<file path="src/rtl/cardinal_nic.sv">
// Cardinal ring NIC: processor-visible register file bridging one router port.
// Define CARDINAL_NIC_OUT_FIFO2_EN to use a 2-entry output FIFO instead of a single slot.
module cardinal_nic (
    input  logic        clk,
    input  logic        reset,
    input  logic [0:1]  addr,
    input  logic [0:63] d_in,
    output logic [0:63] d_out,
    input  logic        nicEn,
    input  logic        nicWrEn,
    input  logic        net_si,
    output logic        net_ri,
    input  logic [0:63] net_di,
    output logic        net_so,
    input  logic        net_ro,
    output logic [0:63] net_do
);

    typedef enum logic [1:0] {
        REG_IN_BUF     = 2'b00,
        REG_IN_STATUS  = 2'b01,
        REG_OUT_BUF    = 2'b10,
        REG_OUT_STATUS = 2'b11
    } nic_reg_e;

    logic        in_full;
    logic [0:63] in_data;
    logic        out_full;
    logic        proc_rd;
    logic        proc_wr;
    logic        in_accept;
    logic        in_clear;
    logic        out_push;
    logic        out_pop;

    assign proc_rd   = nicEn & ~nicWrEn;
    assign proc_wr   = nicEn & nicWrEn;
    assign net_ri    = ~in_full;
    assign in_accept = net_si & ~in_full;
    assign in_clear  = proc_rd && (nic_reg_e'(addr) == REG_IN_BUF) && in_full;

    // Input side: a single slot; arrival and read-clear are mutually exclusive
    // because net_ri is low whenever the slot is full.
    // NOTE: sequential state uses non-blocking assignments so every register samples pre-edge values.
    always_ff @(posedge clk or negedge reset) begin
        if (!reset) begin
            in_full <= 1'b0;
            in_data <= '0;
        end else if (in_accept) begin
            in_full <= 1'b1;
            in_data <= net_di;
        end else if (in_clear) begin
            in_full <= 1'b0;
        end
    end

`ifdef CARDINAL_NIC_OUT_FIFO2_EN
    logic [0:63] out_mem [2];
    logic        wr_ptr;
    logic        rd_ptr;
    logic [1:0]  count;

    assign out_full = (count == 2'd2);
    assign net_so   = (count != 2'd0);
    assign net_do   = net_so ? out_mem[rd_ptr] : '0;
    // Fullness is judged before the pop, so a push into a full FIFO is dropped
    // even when the router drains an entry in the same cycle.
    assign out_push = proc_wr && (nic_reg_e'(addr) == REG_OUT_BUF) && !out_full;
    assign out_pop  = net_so & net_ro;

    // NOTE: the storage entries are reset too, so net_do and reads are defined from reset onward.
    always_ff @(posedge clk or negedge reset) begin
        if (!reset) begin
            for (int i = 0; i < 2; i++) out_mem[i] <= '0;
            wr_ptr <= 1'b0;
            rd_ptr <= 1'b0;
            count  <= 2'd0;
        end else begin
            if (out_push) begin
                out_mem[wr_ptr] <= d_in;
                wr_ptr          <= ~wr_ptr;
            end
            if (out_pop) rd_ptr <= ~rd_ptr;
            case ({out_push, out_pop})
                2'b10:   count <= count + 2'd1;
                2'b01:   count <= count - 2'd1;
                default: count <= count;
            endcase
        end
    end
`else
    logic [0:63] out_data;

    assign net_so   = out_full;
    assign net_do   = out_full ? out_data : '0;
    assign out_push = proc_wr && (nic_reg_e'(addr) == REG_OUT_BUF) && !out_full;
    assign out_pop  = out_full & net_ro;

    // NOTE: the storage entry is reset too, so net_do and reads are defined from reset onward.
    always_ff @(posedge clk or negedge reset) begin
        if (!reset) begin
            out_full <= 1'b0;
            out_data <= '0;
        end else if (out_push) begin
            out_full <= 1'b1;
            out_data <= d_in;
        end else if (out_pop) begin
            out_full <= 1'b0;
        end
    end
`endif

    // NOTE: d_out gets a default before the case so no latch is inferred.
    always_comb begin
        d_out = '0;
        if (proc_rd) begin
            case (nic_reg_e'(addr))
                REG_IN_BUF:     d_out = in_data;
                REG_IN_STATUS:  d_out = {63'b0, in_full};
                REG_OUT_STATUS: d_out = {63'b0, out_full};
                default:        d_out = '0;
            endcase
        end
    end

endmodule

</file>
<file path="config.mk">
export PLATFORM = sky130hd
export DESIGN_NAME = cardinal_nic
export DESIGN_NICKNAME = d
export VERILOG_FILES = /design/src/rtl/cardinal_nic.sv
export SDC_FILE = /design/constraint.sdc
export NUM_CORES = 1
export LEC_CHECK = 0
export ABC_AREA = 1
export CAP_MARGIN = 20
export CORE_UTILIZATION = 26
export CTS_CLUSTER_SIZE = 25
export DETAILED_ROUTE_END_ITERATION = 7
export MAX_ROUTING_LAYER = met4
export PLACE_DENSITY = 0.51
export SYNTH_ARGS = -nofsm -noshare
export SYNTH_HDL_FRONTEND = slang
export SYNTH_SLANG_ARGS = --single-unit
</file>
<file path="constraint.sdc">
create_clock -name clk -period 2.9 [get_ports clk]
set_clock_uncertainty 0.05 [all_clocks]
set_input_delay 0.58 -clock clk [delete_from_list [all_inputs] [get_ports clk]]
set_output_delay 0.58 -clock clk [all_outputs]
set_load 0.05 [all_outputs]
</file>
=== After elaboration in Yosys (flattened, before gate mapping) ===
Cells that the tools add are included.

* Multiplexer cells: 7
* $add $sub $neg: 0
* $lt $le $gt $ge: 0
* Shift-type cells: 0
* Bitwise logic cells: 6
* $mul: 0
* Div/mod/pow operators: 0
* Equal/unequal tests: 3
* Reduce and logical (&&, ||, !) cells: 8

{| class="wikitable"
|+ Operators by type and width
! kind !! count
|-
| case mux 64 bit (3 select lines) || 1
|-
| 2-to-1 mux 64 bit || 2
|-
| bitwise AND 1 bit || 4
|-
| equality test 2 bit (second input constant) || 2
|-
| logical AND 1 bit || 4
|-
| 2-to-1 mux 1 bit || 4
|-
| nonzero test 2 bit || 2
|-
| equality test 2 x 1 -> 1 bit (second input constant) || 1
|-
| logical NOT 2 bit || 1
|-
| inverter 1 bit || 2
|-
| logical NOT 1 bit || 1
|}

* Register bits after elaboration: 130
* Logic and storage cells: 28
* Latch bits: 0
* RAM bits: 0
* Memories kept: 0
* Bits of input ports: 136
* Memory bits (read-only): 0

=== Longest topological paths before layout ===
* Word-level depth: 6
* Depth in mapped cells: 7

=== Least setup slack after synthesis ===
No wires, ideal clock.

* Kind: input-to-output
* Start point: input port addr[1] in the netlist's numbering
* End point: output port d_out[10] in the netlist's numbering
* Required time: 2270 ps
* Arrival: 1777 ps
* Cell stages on the path: 6
* Slack: 493 ps
* Cells stage by stage: inv_1 nand2_1 nor2_1 inv_2 clkbuf_8 nor2_1

* Cells in the longest elaborated chain, start to end: 3

{| class="wikitable"
|+ Ends and longest elaborated chain
! item !! line !! RTL
|-
| start, declared || 6 || <nowiki>input logic [0:1] addr,</nowiki>
|-
| equality test 2 bit, or another cell as far along || 117 || <nowiki>case (nic_reg_e'(addr))</nowiki>
|-
| case mux 64 bit (3 select lines) * || 117 ||
|-
| 2-to-1 mux 64 bit * || 116 || <nowiki>if (proc_rd) begin</nowiki>
|-
| end, declared || 8 || <nowiki>output logic [0:63] d_out,</nowiki>
|}

Every way passes the cells marked *; elsewhere a longest branch is shown, timed or not.

=== Worst setup path after layout ===
* Start point: input port nicEn
* End point: output port d_out[45] in the netlist's numbering

* Cells in the longest elaborated chain, start to end: 2

{| class="wikitable"
|+ Ends and longest elaborated chain
! item !! line !! RTL
|-
| start, declared || 9 || <nowiki>input logic nicEn,</nowiki>
|-
| bitwise AND 1 bit || 36 || <nowiki>assign proc_rd = nicEn & ~nicWrEn;</nowiki>
|-
| 2-to-1 mux 64 bit || 116 ||
|}

No other way between the ends.

==> results by group <==
Outcome
  • Status: finished clean

Clocking
  • Worst skew pair latency: 0.41 ns
  • CTS root buffer: clkbuf_16
  • CTS Sinks: between 100 and 150
  • Clk buf depth: 2
  • Clock slew at reported path FFs: 0.06 ns
  • Total CTS buffers: 17
  • Hold_buf cts: 0
  • Clock tree from TritonCTS: done
  • Htree depth: 4

Placement
  • Placed cell area: 9487 um^2
  • IO Port Bufs: 265
  • Pre-CTS setup slack: about 0.13 ns
  • HPWL Detailed: 12.74 mm
  • Final Wtd Congestion: 0.7787

Finish
  • Synthesis-to-layout area growth: 70.36%
  • Diodes inserted: 0
  • Layout cell share with drive strength beyond 1: 11.79%
  • Final instance area: 10100 um^2
  • Final-stage net count: ~1200

Floorplan
  • Site row count: 54
  • Die width: between 150 and 200 um
  • Die Y: 153.0 um
  • Core area: 22090 um^2
  • Initial Util: 26.84%
  • IO Pins: 266
  • Die Footprint: 23420 um^2

GRT
  • Total Routing Usage GR: 16.69%
  • First-pass GRT wire length: 29.49 mm
  • Number of global-route vias before repair: ~5400
  • Largest net degree at the start of global routing: 64
  • Total congestion overflow: 0
  • Antenna violations before repair: 0

STA
  • Pins Over Slew Limit: 0
  • F_max: 365.2 MHz
  • Slew HR: 62.58%
  • Min Tclk post-route: 2.738 ns
  • RSZ-0062 raised after global routing: no
  • Endpoints failing hold: 0
  • Final count of negative-setup-slack endpoints: 0
  • Slew @ Worst Pin: 0.5596 ns
  • Final period util: 94.42%
  • Final Worst Setup Slack: roughly 0.16 ns
  • TNS Setup: 0 ns

Synthesis
  • #FFs+latches synth: 130
  • Primary FF master, synth: dfrtp_1
  • Synth warnings: 0
  • Average size of a mapped cell: 7.702 um^2
  • Part of the Yosys area used for sequential elements: between 50 and 60%
  • Yosys cell types: 15
  • Post-synth EDFFs: 0
  • Largest area contributor in the netlist: dfrtp_1
  • Ys async rst share: 100.0%
  • Mapped Area: 5931 um^2
  • Syn Nets: ~910
  • Yosys top cell area share: 54.85%
  • Post-synthesis cell count: 770
  • Largest cells by area after synthesis: dfrtp_1 55%, nand2_1 17%, inv_1 8.3%

Critical path
  • Crit Path Class: input port to output port
  • CP Buf/Inv Count: 4
  • Critical Path RT: 2.27 ns
  • Worst path slowest cell: clkdlybuf4s50_1
  • CP endpoint kind: output port
  • CP Cell Sequence: clkdlybuf4s50_1, nand2_1, nor2_2, inv_2, buf_12, nor2_1, buf_12
  • Reg2reg setup slack: approximately 1.2 ns
  • Worst setup SP type: input port
  • CP peak stage delay: roughly 0.49 ns
  • Worst EP arrival: 2.11 ns
  • CP most frequent cell: buf_12
  • Kind of cell adding the most delay to the critical path: buffers and inverters
  • Crit-path max FO: 63

Detailed routing
  • Vias/cell: roughly 4.1
  • Post-route ant nets: 0
  • Per-cell routed wire length: 13.57 um
  • Drt pass-1 iters: 4
  • DRC Markers: 0
  • Iter 0 DRT Violations: between 200 and 250
  • Post-Route WL: 17.95 mm
  • Vias: 5408

Power and ir drop
  • Power Total: 0.006758 W
  • Pleak: 5.342 nW
  • PwrDens: 668.9 nW/um^2
  • Worst IR Drop VDD: 0.0003343 V

Run
  • Max-Cap Viols: 0

Min path
  • Hold WC Path Type: input port to asynchronous set/reset pin
-- stage by stage --
stage	std cells	hold slack, ns	utilization [%]
finish	1323	0.07946	45.73
CTS	1323	0.07807	45.71
detailed placement	1292	0.4082	42.94
floorplan	770	0.2344	-
global route	1323	0.09733	45.73
global placement	1292	0.4030	42.94
-- layer usage --
layer | wire (um) | global-route usage [%] | vias up
met5 | 0 | - | -
met4 | 200 | 4.906 | 0
met3 | 1860 | 6.663 | 11
met2 | 7560 | 23.79 | 222
met1 | 8330 | 21.60 | 2424
li1 | - | - | 2751
-- sequential cells by signal, summed over array words and instances (netlist names) --
signal,flops
in_data,64
out_data,64
in_full,1
net_so,1
-- Yosys cell counts (2+ instances only) --
| master | n |
|---|---|
| a21oi_1 | 63 |
| inv_2 | 3 |
| inv_1 | 131 |
| o21ai_0 | 2 |
| buf_2 | 21 |
| nand3_1 | 3 |
| clkbuf_8 | 4 |
| buf_6 | 13 |
| nor2_1 | 129 |
| dfrtp_1 | 130 |
| nand2_1 | 267 |
-- power breakdown --
group | internal (W) | leakage [nW] | switching [W]
Combinational | 0.000764 | 3.54 | 0.00114
Clock | 0.00140 | 0.283 | 0.000832
Sequential | 0.00242 | 1.52 | 0.000200
-- path summary, 6_finish.rpt --
kind | start | end | cells past startpoint
max | nicEn | d_out[45] | 7
min | reset | out_data[18] | 1
max reg2reg | net_so | out_data[62] | 7
min reg2reg | out_data[52] | out_data[52] | 2
max in group asynchronous | reset | out_data[17] | 2
min in group clk | out_data[52] | out_data[52] | 2
-- repair_timing --
| action | 4_1_cts | 5_1_grt |
|---|---|---|
| endpoints found under the hold margin | 0 | 0 |
| setup endpoints to repair | 0 | 19 |
| setup buffers | 0 | 0 |
| resized for setup | 0 | 2 |
-- kinds of logic (layout without fill, tap and decap cells) --
kind of cell	after synthesis	count (layout)	synth area share [%]
and+or+nand+nor	401	401	25.82
buffers and inverters	174	447	13.84
DFF	130	130	54.85
AOI/OAI and AO/OA	65	65	5.485
-- final cells by class --
| cell class | count | area, um^2 |
|---|---|---|
| repair buffers | 282 | 3510 |
| flip-flops and latches | 130 | 3254 |
| multi-input cells | 466 | 1874 |
| well taps | 280 | 350.3 |
| fillers | 2158 | 11990 |
| inverters | 134 | 503.0 |
| clock inverters | 12 | 158.9 |
| clock buffers | 19 | 452.9 |
-- placed cells by master, fill, tap and decap left out, drive strengths merged, types with 3 or more instances in the layout --
cell	Yosys	layout
nand2	267	267
clkdlybuf4s50	0	200
inv	134	134
dfrtp	130	130
nor2	130	130
buf	35	82
a21oi	63	63
clkbuf	5	19
clkinvlp	0	5
clkinv	0	4
nand3	4	4
bufinv	0	3
Note: power is estimated with default switching activity, not from simulation.
